<file path="config.mk">
export PLATFORM = sky130hd
export DESIGN_NAME = lsq_issue_ctrl_flat
export DESIGN_NICKNAME = d
export VERILOG_FILES = /design/src/rtl/lsq_pkg.sv /design/src/rtl/lsq_issue_ctrl_if.sv /design/src/rtl/lsq_issue_timer.sv /design/src/rtl/lsq_issue_ctrl.sv /design/src/flat_wrapper.sv
export SDC_FILE = /design/constraint.sdc
export NUM_CORES = 1
export LEC_CHECK = 0
export ABC_AREA = 1
export CAP_MARGIN = 10
export CORE_ASPECT_RATIO = 0.6
export CORE_MARGIN = 5
export CORE_UTILIZATION = 41
export CTS_CLUSTER_SIZE = 30
export DETAILED_ROUTE_END_ITERATION = 7
export HOLD_SLACK_MARGIN = 0.12
export PLACE_DENSITY = 0.86
export REMOVE_ABC_BUFFERS = 1
export SLEW_MARGIN = 20
export SYNTH_ARGS = -nofsm -noshare
export SYNTH_HDL_FRONTEND = slang
export SYNTH_SLANG_ARGS = --single-unit
export TNS_END_PERCENT = 10
</file>
<file path="constraint.sdc">
create_clock -name CLK -period 2.65 [get_ports CLK]
set_clock_uncertainty 0.05 [all_clocks]
set_input_delay 0.6625 -clock CLK [delete_from_list [all_inputs] [get_ports CLK]]
set_output_delay 0.6625 -clock CLK [all_outputs]
set_load 0.05 [all_outputs]
</file>
<file path="src/rtl/lsq_pkg.sv">
// Shared LSQ definitions: issue FSM encoding, register-tag width derivation, entry field widths.
package lsq_pkg;

    localparam int unsigned NUM_PHYS_REGS_DEF = 64;
    localparam int unsigned ADDR_W            = 32;
    localparam int unsigned DATA_W            = 32;

    typedef enum logic [1:0] {
        ST_IDLE  = 2'd0,
        ST_REQ   = 2'd1,
        ST_DRAIN = 2'd2,
        ST_WB    = 2'd3
    } issue_state_e;

    // Latched memory request payload for the dispatched head entry
    typedef struct packed {
        logic              store;
        logic [ADDR_W-1:0] addr;
        logic [DATA_W-1:0] wdata;
    } mem_req_t;

    // Physical register tag width; a single-register file still needs one bit
    function automatic int unsigned log_phys(input int unsigned n);
        return (n <= 1) ? 1 : $clog2(n);
    endfunction

endpackage

</file>
<file path="src/rtl/lsq_issue_ctrl_if.sv">
// LSQ-head, memory and writeback signals of the issue controller; master = controller side.
interface lsq_issue_ctrl_if #(
    parameter int unsigned LOG_PHYS = lsq_pkg::log_phys(lsq_pkg::NUM_PHYS_REGS_DEF)
);
    logic                      Empty_IN;
    logic                      HeadStore_IN;
    logic                      HeadReady_IN;
    logic [LOG_PHYS-1:0]       HeadReg_IN;
    logic [lsq_pkg::ADDR_W-1:0] HeadAddr_IN;
    logic [lsq_pkg::DATA_W-1:0] StoreData_IN;
    logic                      Dequeue_OUT;
    logic                      MemReq_OUT;
    logic                      MemWrite_OUT;
    logic [lsq_pkg::ADDR_W-1:0] MemAddr_OUT;
    logic [lsq_pkg::DATA_W-1:0] MemWData_OUT;
    logic                      MemAck_IN;
    logic [lsq_pkg::DATA_W-1:0] MemRData_IN;
    logic                      WbValid_OUT;
    logic [LOG_PHYS-1:0]       WbReg_OUT;
    logic [lsq_pkg::DATA_W-1:0] WbData_OUT;
    logic                      Busy_OUT;
    logic                      Error_OUT;

    modport master (
        input  Empty_IN, HeadStore_IN, HeadReady_IN, HeadReg_IN, HeadAddr_IN, StoreData_IN,
               MemAck_IN, MemRData_IN,
        output Dequeue_OUT, MemReq_OUT, MemWrite_OUT, MemAddr_OUT, MemWData_OUT,
               WbValid_OUT, WbReg_OUT, WbData_OUT, Busy_OUT, Error_OUT
    );

    modport slave (
        output Empty_IN, HeadStore_IN, HeadReady_IN, HeadReg_IN, HeadAddr_IN, StoreData_IN,
               MemAck_IN, MemRData_IN,
        input  Dequeue_OUT, MemReq_OUT, MemWrite_OUT, MemAddr_OUT, MemWData_OUT,
               WbValid_OUT, WbReg_OUT, WbData_OUT, Busy_OUT, Error_OUT
    );
endinterface

</file>
<file path="src/rtl/lsq_issue_timer.sv">
// Memory-ack watchdog: counts cycles an access sits in REQ/DRAIN, restarting at each dispatch.
module lsq_issue_timer #(
    parameter int unsigned TIMEOUT_CYCLES = 255
) (
    input  logic clk,
    input  logic rst,
    input  logic start_i,
    input  logic run_i,
    output logic expire_c
);
    localparam int unsigned CNT_W = $clog2(TIMEOUT_CYCLES + 1);

    logic [CNT_W-1:0] count_q, count_d;

    // Expires in the last allowed waiting cycle so the FSM leaves on that edge
    assign expire_c = run_i && (count_q == CNT_W'(TIMEOUT_CYCLES - 1));

    always_comb begin
        count_d = count_q;
        if (start_i) begin
            count_d = '0;
        end else if (run_i && !expire_c) begin
            count_d = count_q + CNT_W'(1);
        end
    end

    always_ff @(posedge clk) begin
        if (rst) begin
            count_q <= '0;
        end else begin
            count_q <= count_d;
        end
    end
endmodule

</file>
<file path="src/rtl/lsq_issue_ctrl.sv">
// LSQ head issue controller: one memory op at a time, load writeback, flush/drain handling.
// Optional memory-ack watchdog enabled by defining LSQ_ISSUE_TIMEOUT_EN.
module lsq_issue_ctrl
    import lsq_pkg::*;
#(
    parameter int unsigned NUM_PHYS_REGS  = 64,
    parameter int unsigned TIMEOUT_CYCLES = 255
) (
    input  logic             CLK,
    input  logic             RESET,
    input  logic             FLUSH,
    lsq_issue_ctrl_if.master lsq
);
    localparam int unsigned LOG_PHYS = log_phys(NUM_PHYS_REGS);

    if (TIMEOUT_CYCLES == 0) begin : g_bad_timeout
        $error("TIMEOUT_CYCLES must be at least 1");
    end

    issue_state_e        state_q, state_d;
    mem_req_t            req_q, req_d;
    logic [LOG_PHYS-1:0] wb_reg_q, wb_reg_d;
    logic [DATA_W-1:0]   wb_data_q, wb_data_d;
    logic                error_q, error_d;
    logic                dequeue_c;
    logic                in_mem_c;
    logic                expire_c;

    assign in_mem_c = (state_q == ST_REQ) || (state_q == ST_DRAIN);

`ifdef LSQ_ISSUE_TIMEOUT_EN
    lsq_issue_timer #(
        .TIMEOUT_CYCLES (TIMEOUT_CYCLES)
    ) u_timer (
        .clk      (CLK),
        .rst      (RESET),
        .start_i  (dequeue_c),
        .run_i    (in_mem_c),
        .expire_c (expire_c)
    );
`else
    assign expire_c = 1'b0;
`endif

    // Next state; an ack always wins over a same-cycle timeout or flush
    always_comb begin
        state_d   = state_q;
        req_d     = req_q;
        wb_reg_d  = wb_reg_q;
        wb_data_d = wb_data_q;
        error_d   = 1'b0;
        dequeue_c = 1'b0;
        case (state_q)
            ST_IDLE: begin
                if (!RESET && !lsq.Empty_IN && lsq.HeadReady_IN && !FLUSH) begin
                    dequeue_c = 1'b1;
                    req_d     = '{store: lsq.HeadStore_IN, addr: lsq.HeadAddr_IN,
                                  wdata: lsq.StoreData_IN};
                    wb_reg_d  = lsq.HeadReg_IN;
                    state_d   = ST_REQ;
                end
            end
            ST_REQ: begin
                if (lsq.MemAck_IN) begin
                    if (req_q.store || FLUSH) begin
                        state_d = ST_IDLE;
                    end else begin
                        wb_data_d = lsq.MemRData_IN;
                        state_d   = ST_WB;
                    end
                end else if (expire_c) begin
                    error_d = 1'b1;
                    state_d = ST_IDLE;
                end else if (FLUSH && !req_q.store) begin
                    state_d = ST_DRAIN;
                end
            end
            ST_DRAIN: begin
                if (lsq.MemAck_IN) begin
                    state_d = ST_IDLE;
                end else if (expire_c) begin
                    error_d = 1'b1;
                    state_d = ST_IDLE;
                end
            end
            ST_WB: begin
                state_d = ST_IDLE;
            end
            default: begin
                state_d = ST_IDLE;
            end
        endcase
    end

    always_ff @(posedge CLK) begin
        if (RESET) begin
            state_q   <= ST_IDLE;
            req_q     <= '0;
            wb_reg_q  <= '0;
            wb_data_q <= '0;
            error_q   <= 1'b0;
        end else begin
            state_q   <= state_d;
            req_q     <= req_d;
            wb_reg_q  <= wb_reg_d;
            wb_data_q <= wb_data_d;
            error_q   <= error_d;
        end
    end

    // Dequeue pops the head in the dispatch cycle itself; a flush landing in WB kills the writeback
    assign lsq.Dequeue_OUT  = dequeue_c;
    assign lsq.MemReq_OUT   = in_mem_c;
    assign lsq.MemWrite_OUT = req_q.store;
    assign lsq.MemAddr_OUT  = req_q.addr;
    assign lsq.MemWData_OUT = req_q.wdata;
    assign lsq.WbValid_OUT  = (state_q == ST_WB) && !FLUSH;
    assign lsq.WbReg_OUT    = wb_reg_q;
    assign lsq.WbData_OUT   = wb_data_q;
    assign lsq.Busy_OUT     = (state_q != ST_IDLE);
    assign lsq.Error_OUT    = error_q;
endmodule

</file>
<file path="src/flat_wrapper.sv">
// flat-port wrapper written by rule: the top's interface ports become plain ports
module lsq_issue_ctrl_flat import lsq_pkg::*;
#(
    parameter int unsigned NUM_PHYS_REGS  = 64,
    parameter int unsigned TIMEOUT_CYCLES = 255
)
  (CLK, RESET, FLUSH, lsq_Empty_IN, lsq_HeadStore_IN, lsq_HeadReady_IN, lsq_HeadReg_IN, lsq_HeadAddr_IN, lsq_StoreData_IN, lsq_MemAck_IN, lsq_MemRData_IN, lsq_Dequeue_OUT, lsq_MemReq_OUT, lsq_MemWrite_OUT, lsq_MemAddr_OUT, lsq_MemWData_OUT, lsq_WbValid_OUT, lsq_WbReg_OUT, lsq_WbData_OUT, lsq_Busy_OUT, lsq_Error_OUT);
  lsq_issue_ctrl_if #(.LOG_PHYS(($clog2((64))))) lsq_i ();
  input  logic CLK;
  input  logic RESET;
  input  logic FLUSH;
  input wire logic [$bits(lsq_i.Empty_IN)-1:0] lsq_Empty_IN;
  input wire logic [$bits(lsq_i.HeadStore_IN)-1:0] lsq_HeadStore_IN;
  input wire logic [$bits(lsq_i.HeadReady_IN)-1:0] lsq_HeadReady_IN;
  input wire logic [$bits(lsq_i.HeadReg_IN)-1:0] lsq_HeadReg_IN;
  input wire logic [$bits(lsq_i.HeadAddr_IN)-1:0] lsq_HeadAddr_IN;
  input wire logic [$bits(lsq_i.StoreData_IN)-1:0] lsq_StoreData_IN;
  input wire logic [$bits(lsq_i.MemAck_IN)-1:0] lsq_MemAck_IN;
  input wire logic [$bits(lsq_i.MemRData_IN)-1:0] lsq_MemRData_IN;
  output wire logic [$bits(lsq_i.Dequeue_OUT)-1:0] lsq_Dequeue_OUT;
  output wire logic [$bits(lsq_i.MemReq_OUT)-1:0] lsq_MemReq_OUT;
  output wire logic [$bits(lsq_i.MemWrite_OUT)-1:0] lsq_MemWrite_OUT;
  output wire logic [$bits(lsq_i.MemAddr_OUT)-1:0] lsq_MemAddr_OUT;
  output wire logic [$bits(lsq_i.MemWData_OUT)-1:0] lsq_MemWData_OUT;
  output wire logic [$bits(lsq_i.WbValid_OUT)-1:0] lsq_WbValid_OUT;
  output wire logic [$bits(lsq_i.WbReg_OUT)-1:0] lsq_WbReg_OUT;
  output wire logic [$bits(lsq_i.WbData_OUT)-1:0] lsq_WbData_OUT;
  output wire logic [$bits(lsq_i.Busy_OUT)-1:0] lsq_Busy_OUT;
  output wire logic [$bits(lsq_i.Error_OUT)-1:0] lsq_Error_OUT;
  assign lsq_i.Empty_IN = lsq_Empty_IN;
  assign lsq_i.HeadStore_IN = lsq_HeadStore_IN;
  assign lsq_i.HeadReady_IN = lsq_HeadReady_IN;
  assign lsq_i.HeadReg_IN = lsq_HeadReg_IN;
  assign lsq_i.HeadAddr_IN = lsq_HeadAddr_IN;
  assign lsq_i.StoreData_IN = lsq_StoreData_IN;
  assign lsq_i.MemAck_IN = lsq_MemAck_IN;
  assign lsq_i.MemRData_IN = lsq_MemRData_IN;
  assign lsq_Dequeue_OUT = lsq_i.Dequeue_OUT;
  assign lsq_MemReq_OUT = lsq_i.MemReq_OUT;
  assign lsq_MemWrite_OUT = lsq_i.MemWrite_OUT;
  assign lsq_MemAddr_OUT = lsq_i.MemAddr_OUT;
  assign lsq_MemWData_OUT = lsq_i.MemWData_OUT;
  assign lsq_WbValid_OUT = lsq_i.WbValid_OUT;
  assign lsq_WbReg_OUT = lsq_i.WbReg_OUT;
  assign lsq_WbData_OUT = lsq_i.WbData_OUT;
  assign lsq_Busy_OUT = lsq_i.Busy_OUT;
  assign lsq_Error_OUT = lsq_i.Error_OUT;
  lsq_issue_ctrl #(.NUM_PHYS_REGS(NUM_PHYS_REGS), .TIMEOUT_CYCLES(TIMEOUT_CYCLES)) u_core (.CLK(CLK), .RESET(RESET), .FLUSH(FLUSH), .lsq(lsq_i));
endmodule
</file>
==> impl_metrics.csv <==
group,metric,value,unit
global_routing,grt_pass1_vias,3690,
yosys,synth_cells,486,
clocking,cts_tree,"done",
yosys,synth_edf_count,0,
worst_setup_path,cp_top_family,"buffers and inverters",
cells_and_area,antennaDiodeCount,0,
sta,setup_viol,0,
worst_setup_path,cpMaxStageDelayCell,"clkdlybuf4s50_1",
yosys,syn-cell-area,3770,um^2
routing,wirelength,11900,um
clocking,clock_latency,330,ps
status,outcome,"completed",
routing,drt_iter0_drc,194,
cells_and_area,post_route_cells_drive_above_1_share,4.20,%
routing,drc_errors,0,
yosys,synth_flop_cell,"dfxtp_1",
placement,portBuffers,215,
clocking,cts_hold_buf,0,
cells_and_area,nets,800,
worst_setup_path,critPathMaxStageDelay,460,ps
die,pin_count,217,
pwr,power.density,667,nW/um^2
yosys,ys_seq_elements,105,
worst_setup_path,worst-path-buf-inv,3,
sta,slew_headroom,51.0,%
pwr,vdd_drop_max,0.359,mV
global_routing,grt-ovfl-total,0,
yosys,seq_area_frac_synth,55.7,%
sta,fmax,394,MHz
global_routing,grt_pass1_wl,18900,um
yosys,postSynthAreaPerCell,7.76,um^2
sta,tightest_slew,735,ps
sta,fin_crit_sh,95.8,%
cells_and_area,n_fill_cell,714,
pwr,p_leak,2.33,nW
worst_setup_path,crit_chain,"clkdlybuf4s50_1, nor2_1, nand3_4, inv_4, buf_12",
clocking,h-tree-depth,3,
die,core_region_area,9090,um^2
die,dieArea,11300,um^2
clocking,root_buffer,"clkbuf_16",
cells_and_area,area_delta_synth_final,66.5,%
worst_setup_path,crit_required,1940,ps
die,start_util,41.5,%
yosys,ys_warn_count,0,
clocking,cts.path.max_buffers,2,
worst_setup_path,worstSetupPathType,"in2out",
worst_hold_path,hold_class,"reg2reg",
die,die_y,84.3,um
sta,min_period,2540,ps
routing,drt-pass1-iter-count,4,
die,die_w,134,um
worst_setup_path,path_max_fanout,5,
placement,hpwl,8690,um
pwr,total_power,0.00419,W
worst_setup_path,end_kind,"primary output",
clocking,numCtsBuffers,9,
yosys,async_reset_ff_share,0,%
placement,gp_congestion,0.786,
clocking,cts.sink_count,105,
global_routing,grt_util_all_layers,20.4,%
cells_and_area,utilization,69.1,%
die,rows,27,
flow_run,maxCapViolations,0,
sta,slew_viol_final,0,
global_routing,grt_start_max_net_pins,72,
global_routing,antenna_found_initial,0,
routing,final_antenna_net_count,0,
worst_setup_path,crit_arrival,1830,ps
yosys,synth_cell_types,19,
routing,drt-vias-per-instance,4.76,
routing,wire_per_inst,14.8,um
clocking,cts_setup_buffers,0,
sta,hold_viol_final,0,
sta,rsz0062_at_grt,"false",
worst_setup_path,start_kind,"input pin",
clocking,clkTransAtPathRegs,70,ps
routing,num_vias,3845,
tightest hold or removal path, delay by kind of cell (launching register included):
kind,cells,cell delay (ps)
simple gates,1,60
compound gates,1,50
flops,1,310
through the flow:
| step | cell area, um^2 | hold WS, ps | cells | setup TNS, ps | setup slack, ps |
|---|---|---|---|---|---|
| 6_report | 6280 | 414 | 807 | 0 | 110 |
| 2_1_floorplan | 3610 | 505 | 454 | -47.9 | -47.9 |
| 3_3_place_gp | 5980 | 402 | 792 | 0 | 136 |
| 3_5_place_dp | 5980 | 407 | 792 | 0 | 79.4 |
| 4_1_cts | 6280 | 417 | 807 | 0 | 108 |
| 5_1_grt | 6280 | 426 | 807 | 0 | 48.7 |
cells by family (layout without fill, tap and decap cells):
kind of cell | count (synthesis) | count (layout) | share of synthesized area, %
simple gates | 228 | 228 | 23.5
compound gates | 105 | 105 | 13.9
fa+ha+maj | 4 | 4 | 1.33
buf+inv | 43 | 248 | 5.44
flops | 105 | 105 | 55.7
other cells | 1 | 1 | 0.0994
cell usage after synthesis (2+ instances only):
cell type  instances  area, um^2
dfxtp_1          105        2100
o21ai_0           28         140
clkbuf_1          15        56.3
o21ai_1            5        25.0
nand3_1            2        10.0
buf_2              6        30.0
ha_1               4        50.1
buf_1              2        7.51
inv_1             10        37.5
nand2_1          151         567
nor2_1            71         267
a21oi_1           72         360
buf_4              9        67.6
repair_timing:
item                                    4_1_cts  5_1_grt
resized for setup                             1        0
hold endpoints to repair                      0        0
endpoints found under the setup margin        1        0
state kept, by name, indices dropped and copies added, names as in the netlist:
signal,cells
u_core.lsq.MemAddr_OUT,32
u_core.lsq.MemWData_OUT,32
u_core.lsq.MemWrite_OUT,1
u_core.lsq.WbData_OUT,32
u_core.lsq.WbReg_OUT,6
u_core.state_q,2
layout by cell type, fill, tap and decap left out:
cell               n
a21oi_1           72
clkbuf_16          9
ha_1               4
dlygate4sd2_1      1
nor2_4             1
clkinvlp_4         2
clkbuf_8           1
o21ai_1            5
nand3_1            2
nand2_1          151
bufinv_16          1
inv_1             10
dfxtp_1          105
o21ai_0           28
inv_4              1
nor2_2             1
clkdlybuf4s50_1  210
clkbuf_1           1
buf_4              7
buf_2              1
or2_1              1
buf_12             3
clkinv_4           1
nand3_4            1
conb_1             1
nor2_1            71
report_power, final:
group	internal (W)	switching [W]
sequential	0.00169	0.0000591
combinational	0.000422	0.000712
clock	0.000755	0.000551
total	0.00286	0.00132
final cells by class:
class                           count  area, um^2  area share, %
Clock buffer                       11         243           3.87
Clock inverter                      4        53.8          0.857
Tap cell                          116         145           2.31
Inverter                           11        43.8          0.697
Timing Repair Buffer              222        2230           35.5
Multi-Input combinational cell    338        1460           23.3
Sequential cell                   105        2100           33.5
final timing paths:
kind / startpoint / end / slack [ps] / cells past startpoint
worst max-delay path: FLUSH / lsq_Dequeue_OUT / 110 / 5
worst min-delay path: u_core.lsq.MemAddr_OUT[30] / u_core.lsq.MemAddr_OUT[30] / 410 / 2
worst max register to register: u_core.state_q[1] / u_core.lsq.MemAddr_OUT[21] / 620 / 7
worst min register to register: u_core.lsq.MemAddr_OUT[30] / u_core.lsq.MemAddr_OUT[30] / 410 / 2
per-layer routing:
layer,up-vias,wire length (um),GRT usage [%]
met1,1736,4920,24.9
met4,0,278,6.35
met3,23,959,7.31
li1,1936,-,-
met5,-,0,0
met2,150,5750,34.1
Power figures use the tool's default switching activity.
==> patch 1: new RTL, same flow settings <==
`DATA_W`: 32 -> 64.
--- a/src/rtl/lsq_pkg.sv
+++ b/src/rtl/lsq_pkg.sv
@@ -3,7 +3,7 @@
 
     localparam int unsigned NUM_PHYS_REGS_DEF = 64;
     localparam int unsigned ADDR_W            = 32;
-    localparam int unsigned DATA_W            = 32;
+    localparam int unsigned DATA_W            = 64;
 
     typedef enum logic [1:0] {
         ST_IDLE  = 2'd0,
Ports: changed (resized lsq_MemRData_IN, lsq_MemWData_OUT, lsq_StoreData_IN and lsq_WbData_OUT); port bits go from 217 to 345. No check against the original RTL was run, so the function may have changed too.
==> patch 1 against the unedited design <==
Routed wire length grew 70%. Clock power is 79% higher. Sequential cell count grew 64. Sequential power up 62%. Synthesized area increased by 57%. Total power grew 70%. Sequential share of layout area is 0.16 points higher. Design area grew 60%. Worst setup slack worse by 0.015 ns. Largest power group unchanged.
==> patch 1: results (changes against the unedited design) <==
metric,value,unit,change
layout cell share with drive strength beyond 1,4.38,%,+0.19 points
WL per Instance,15.7,um,+6.3%
Syn Inst Count,766,,+58%
I/O Buffers,343,,+60%
most frequent cells after synthesis,"nand2_1 (216), dfxtp_1 (169), nor2_1 (135)",,
switching share of power,33.4,%,+1.8 points
PostCTS Resize Cnt,0,,-1
Critical Path Fanout Max,2,,-3
GPL Wtd Cong,0.789,,+0.37%
first-pass GRT wire length,29900,um,+58%
routed vias,6062,,+58%
Max H-tree Level,4,,+1
Synth area leaders,"dfxtp_1 (57%), nand2_1 (14%), a21oi_1 (8.9%), nor2_1 (8.5%), o21ai_0 (5.6%)",,
FILL cells,1149,,+61%
global-route usage over all layers,22.3,%,+1.8 points
status,finished clean,,
vias in the first global route,5736,,+55%
reg2reg path depth,7,,unchanged
post-synth cell types,14,,-5
adder and majority cell fraction of the synthesized area,0.844,%,-0.48 points
Clock Latency Late Sink,0.40,ns,+0.07 ns
initial detailed-routing violation count,409,,+110%
CTS Buf Count,17,,+8
placed cell count,1262,,+59%
LEAKAGE,0.00358,uW,+54%
worst vdd ir,472,uV,+31%
CP max stage delay,0.46,ns,about the same
compound-cell area share of the yosys netlist,14.4,%,+0.50 points
dpl cell area,9500,sq um,+59%
met3 usage,9.31,%,+2.0 points
==> patch 1: cell families (layout without fill, tap and decap cells) <==
kind of cell    count (synthesis)  in the layout
flops                         169            169
fa+ha+maj                       4              4
buf+inv                        67            396
simple gates                  354            354
other cells                     1              1
compound gates                171            171
==> patch 1: cell type report <==
cell class,instances,area share (%)
clock inverters,12,1.07
repair buffers,352,35.4
well taps,198,2.46
clock buffers,19,4.50
flip-flops and latches,169,33.6
multi-input cells,530,22.4
inverters,13,0.485
==> patch 1: power by group through the flow <==
stage	sequential (uW)	combinational (uW)	clock [uW]
finish	2840	1950	2340
global route	2870	2070	2520
CTS	2840	1960	2400
detailed placement	2900	1960	0
global placement	2890	1940	0
floorplan	3550	466	0
==> patch 1: worst paths after layout <==
| path | from | slack (ns) | endpoint |
|---|---|---|---|
| setup / recovery | lsq_HeadReady_IN | 0.1 | lsq_Dequeue_OUT |
| hold / removal | u_core.lsq.MemWData_OUT[54] | 0.41 | u_core.lsq.MemWData_OUT[54] |
| setup reg to reg | u_core.state_q[0] | 0.86 | u_core.lsq.MemAddr_OUT[2] |
| hold reg to reg | u_core.lsq.MemWData_OUT[54] | 0.41 | u_core.lsq.MemWData_OUT[54] |
==> patch 1: worst reg2reg max path, cell delays in order, from the launching register on <==
cell	delay (ns)
dfxtp_1	0.34
inv_1	0.09
ha_1	0.24
nand3_4	0.12
inv_2	0.15
buf_12	0.35
nand2_1	0.20
a21oi_1	0.17
==> patch 1: layer usage <==
layer  part of all wire (%)  wire length, um
met5                      0                0
met3                    9.7             1960
met4                    1.7              349
met1                     38             7800
met2                     50            10200
==> patch 1: metrics by stage <==
stage	setup WS [ns]	util [%]	TNS, ns
finish	0.0958	70.2	0
global route	0.0324	70.2	0
CTS	0.0747	70.2	0
detailed placement	0.0814	66.3	0
global placement	0.113	66.3	0
floorplan	-1.41	-	-109.55
==> patch 2: new RTL, same flow settings <==
Without the edit above. Reset style: asynchronous (`RESET`), changed in one clocked block.
--- a/src/rtl/lsq_issue_ctrl.sv
+++ b/src/rtl/lsq_issue_ctrl.sv
@@ -92,7 +92,7 @@
         endcase
     end
 
-    always_ff @(posedge CLK) begin
+    always_ff @(posedge CLK or posedge RESET) begin
         if (RESET) begin
             state_q   <= ST_IDLE;
             req_q     <= '0;
Behaviour: differs if RESET is asserted again (counterexample within 4 cycles, from zero or initial values and one cycle with RESET high); with RESET held inactive, the same outputs for 4 cycles.
==> patch 2 against the unedited design <==
Routed wire length up 2.3%. Largest cell class is now flip-flops and latches. Critical path depth unchanged. Design area grew 7.3%. Worst setup slack better by 0.086 ns. Hold slack better by 0.014 ns. Global-route usage down 0.53 points. Sequential cell count stayed put. Count of clock-buffer cells in the layout is 1 lower. Synthesized area is 10% higher.
Power is not compared: it rests on default switching activity, and its combinational part moved more than twofold at a synthesized area within 25%.
==> patch 2: results (changes against the unedited design) <==
metric,value,unit,change
Hold Crit Class,flip-flop to flip-flop,,
I/O Buffers,215,,unchanged
Fin Hold WS,0.428,ns,+0.0136 ns
Clock Latency Late Sink,0.33,ns,about the same
Net Switching,4930,uW,
first-pass GRT wire length,19400,um,+2.3%
vias in the first global route,3746,,+1.5%
most frequent cells after synthesis,"nand2_1 (255), dfrtp_1 (105), inv_1 (42)",,
Critical Path AT,1.74,ns,-0.09 ns
CTS Buf Count,9,,unchanged
status,finished clean,,
final WL,12200,um,+2.3%
fraction of registers with async set/reset,100,%,+100 points
"Top FF cell, synth",dfrtp_1,,
Pre-Repair DR Iteration Count,4,,unchanged
reg2reg setup slack,0.82,ns,+0.20 ns
worst vdd ir,967,uV,
global-route usage over all layers,19.9,%,-0.53 points
LEAKAGE,0.00335,uW,
GPL Wtd Cong,0.860,,+9.3%
Critical Path Fanout Max,2,,-3
Vias per Instance,4.58,,-3.9%
initial antenna violation count,0,,unchanged
Max H-tree Level,3,,unchanged
post-synthesis sequential area ratio,63.2,%,+7.5 points
largest net degree at the start of global routing,73,,+1.4%
post-synth cell types,16,,-3
clock root cell,clkbuf_16,,
DP HPWL,9050,um,+4.1%
ANT cells,0,,unchanged
Synth warnings,0,,unchanged
initial detailed-routing violation count,147,,-24%
max_slew headroom,51.6,%,+0.60 points
pre-CTS WS,0.197,ns,+0.118 ns
layout cell share with drive strength beyond 1,3.77,%,-0.42 points
"CTS clk-pin slew, worst paths",0.07,ns,about the same
CTS Buffer Depth,2,,unchanged
Tcrit/Tclk final,92.6,%,-3.2 points
Final #Nets,798,,-0.25%
Synth area leaders,"dfrtp_1 (63%), nand2_1 (23%), inv_1 (3.8%), o21ai_1 (2.2%), o21ai_0 (1.8%)",,
-- patch 2: cell count changes in the layout (fill, tap and decap cells not counted), moves of 13 or more --
cell | unedited run | this run
o21ai_1 | 5 | 18
dfrtp_1 | 0 | 105
dfxtp_1 | 105 | 0
nor2_1 | 71 | 6
o21ai_0 | 28 | 15
a21oi_1 | 72 | 0
inv_1 | 10 | 41
nand2_1 | 151 | 255
-- patch 2: final cells by class --
type                       instances  area, sq um
sequential                       105         2630
clock buffer                      10          229
tap                              135          169
fill                             750         3140
inverter                          43          165
timing repair buffer             220         2250
multi-input combinational        306         1240
clock inverter                     5         57.6
-- patch 2: cell families after synthesis --
| group | count (synthesis) | share of synthesized area, % |
|---|---|---|
| compound gates | 33 | 3.97 |
| fa+ha+maj | 4 | 1.20 |
| buf+inv | 65 | 6.98 |
| flops | 105 | 63.2 |
| other cells | 1 | 0.0902 |
| simple gates | 268 | 24.5 |
-- patch 2: power groups by stage --
| stage | clock, uW | combinational, uW | sequential [uW] |
|---|---|---|---|
| floorplan | 0 | 902 | 5570 |
| global placement | 0 | 5720 | 2810 |
| global route | 1410 | 6040 | 2950 |
| CTS | 1330 | 5820 | 2840 |
| finish | 1290 | 5770 | 2840 |
| detailed placement | 0 | 5800 | 2860 |
-- patch 2: metal layers --
| layer | part of all wire [%] | global-route usage, % |
|---|---|---|
| met3 | 10 | 9.22 |
| met1 | 42 | 24.8 |
| met2 | 46 | 32.1 |
| met4 | 1.1 | 4.84 |
| met5 | 0 | 0 |
-- patch 2: worst max-delay path, stage by stage --
cell and delay [ns]:
clkdlybuf4s50_1 0.46, nor2_1 0.22, nand3_2 0.12, clkinv_2 0.12, buf_12 0.15
-- patch 2: worst paths after layout --
| check | from | to | depth (start not counted) |
|---|---|---|---|
| worst max-delay path | RESET | lsq_Dequeue_OUT | 5 |
| worst min-delay path | u_core.lsq.MemWData_OUT[5] | u_core.lsq.MemWData_OUT[5] | 2 |
| worst max register to register | u_core.state_q[0] | u_core.lsq.MemAddr_OUT[19] | 6 |
| worst min register to register | u_core.lsq.MemWData_OUT[5] | u_core.lsq.MemWData_OUT[5] | 2 |
| max in group asynchronous | RESET | u_core.lsq.MemWData_OUT[8] | 3 |
| min in group asynchronous | RESET | u_core.lsq.WbData_OUT[12] | 2 |
-- patch 2: timing repair --
action                     CTS  global route
hold endpoints to repair     0             0
setup endpoints to repair    0             1
gates resized for setup      0             1
setup buffers                0             0
-- patch 2: stage by stage --
step	instances	utilization, %	cell area (sq um)	setup TNS (ns)
floorplan	454	-	4030	-94.90
global placement	809	65.3	6450	0
detailed placement	809	65.3	6450	0
CTS	824	68.2	6740	0
global route	824	68.2	6740	0
finish	824	68.2	6740	0
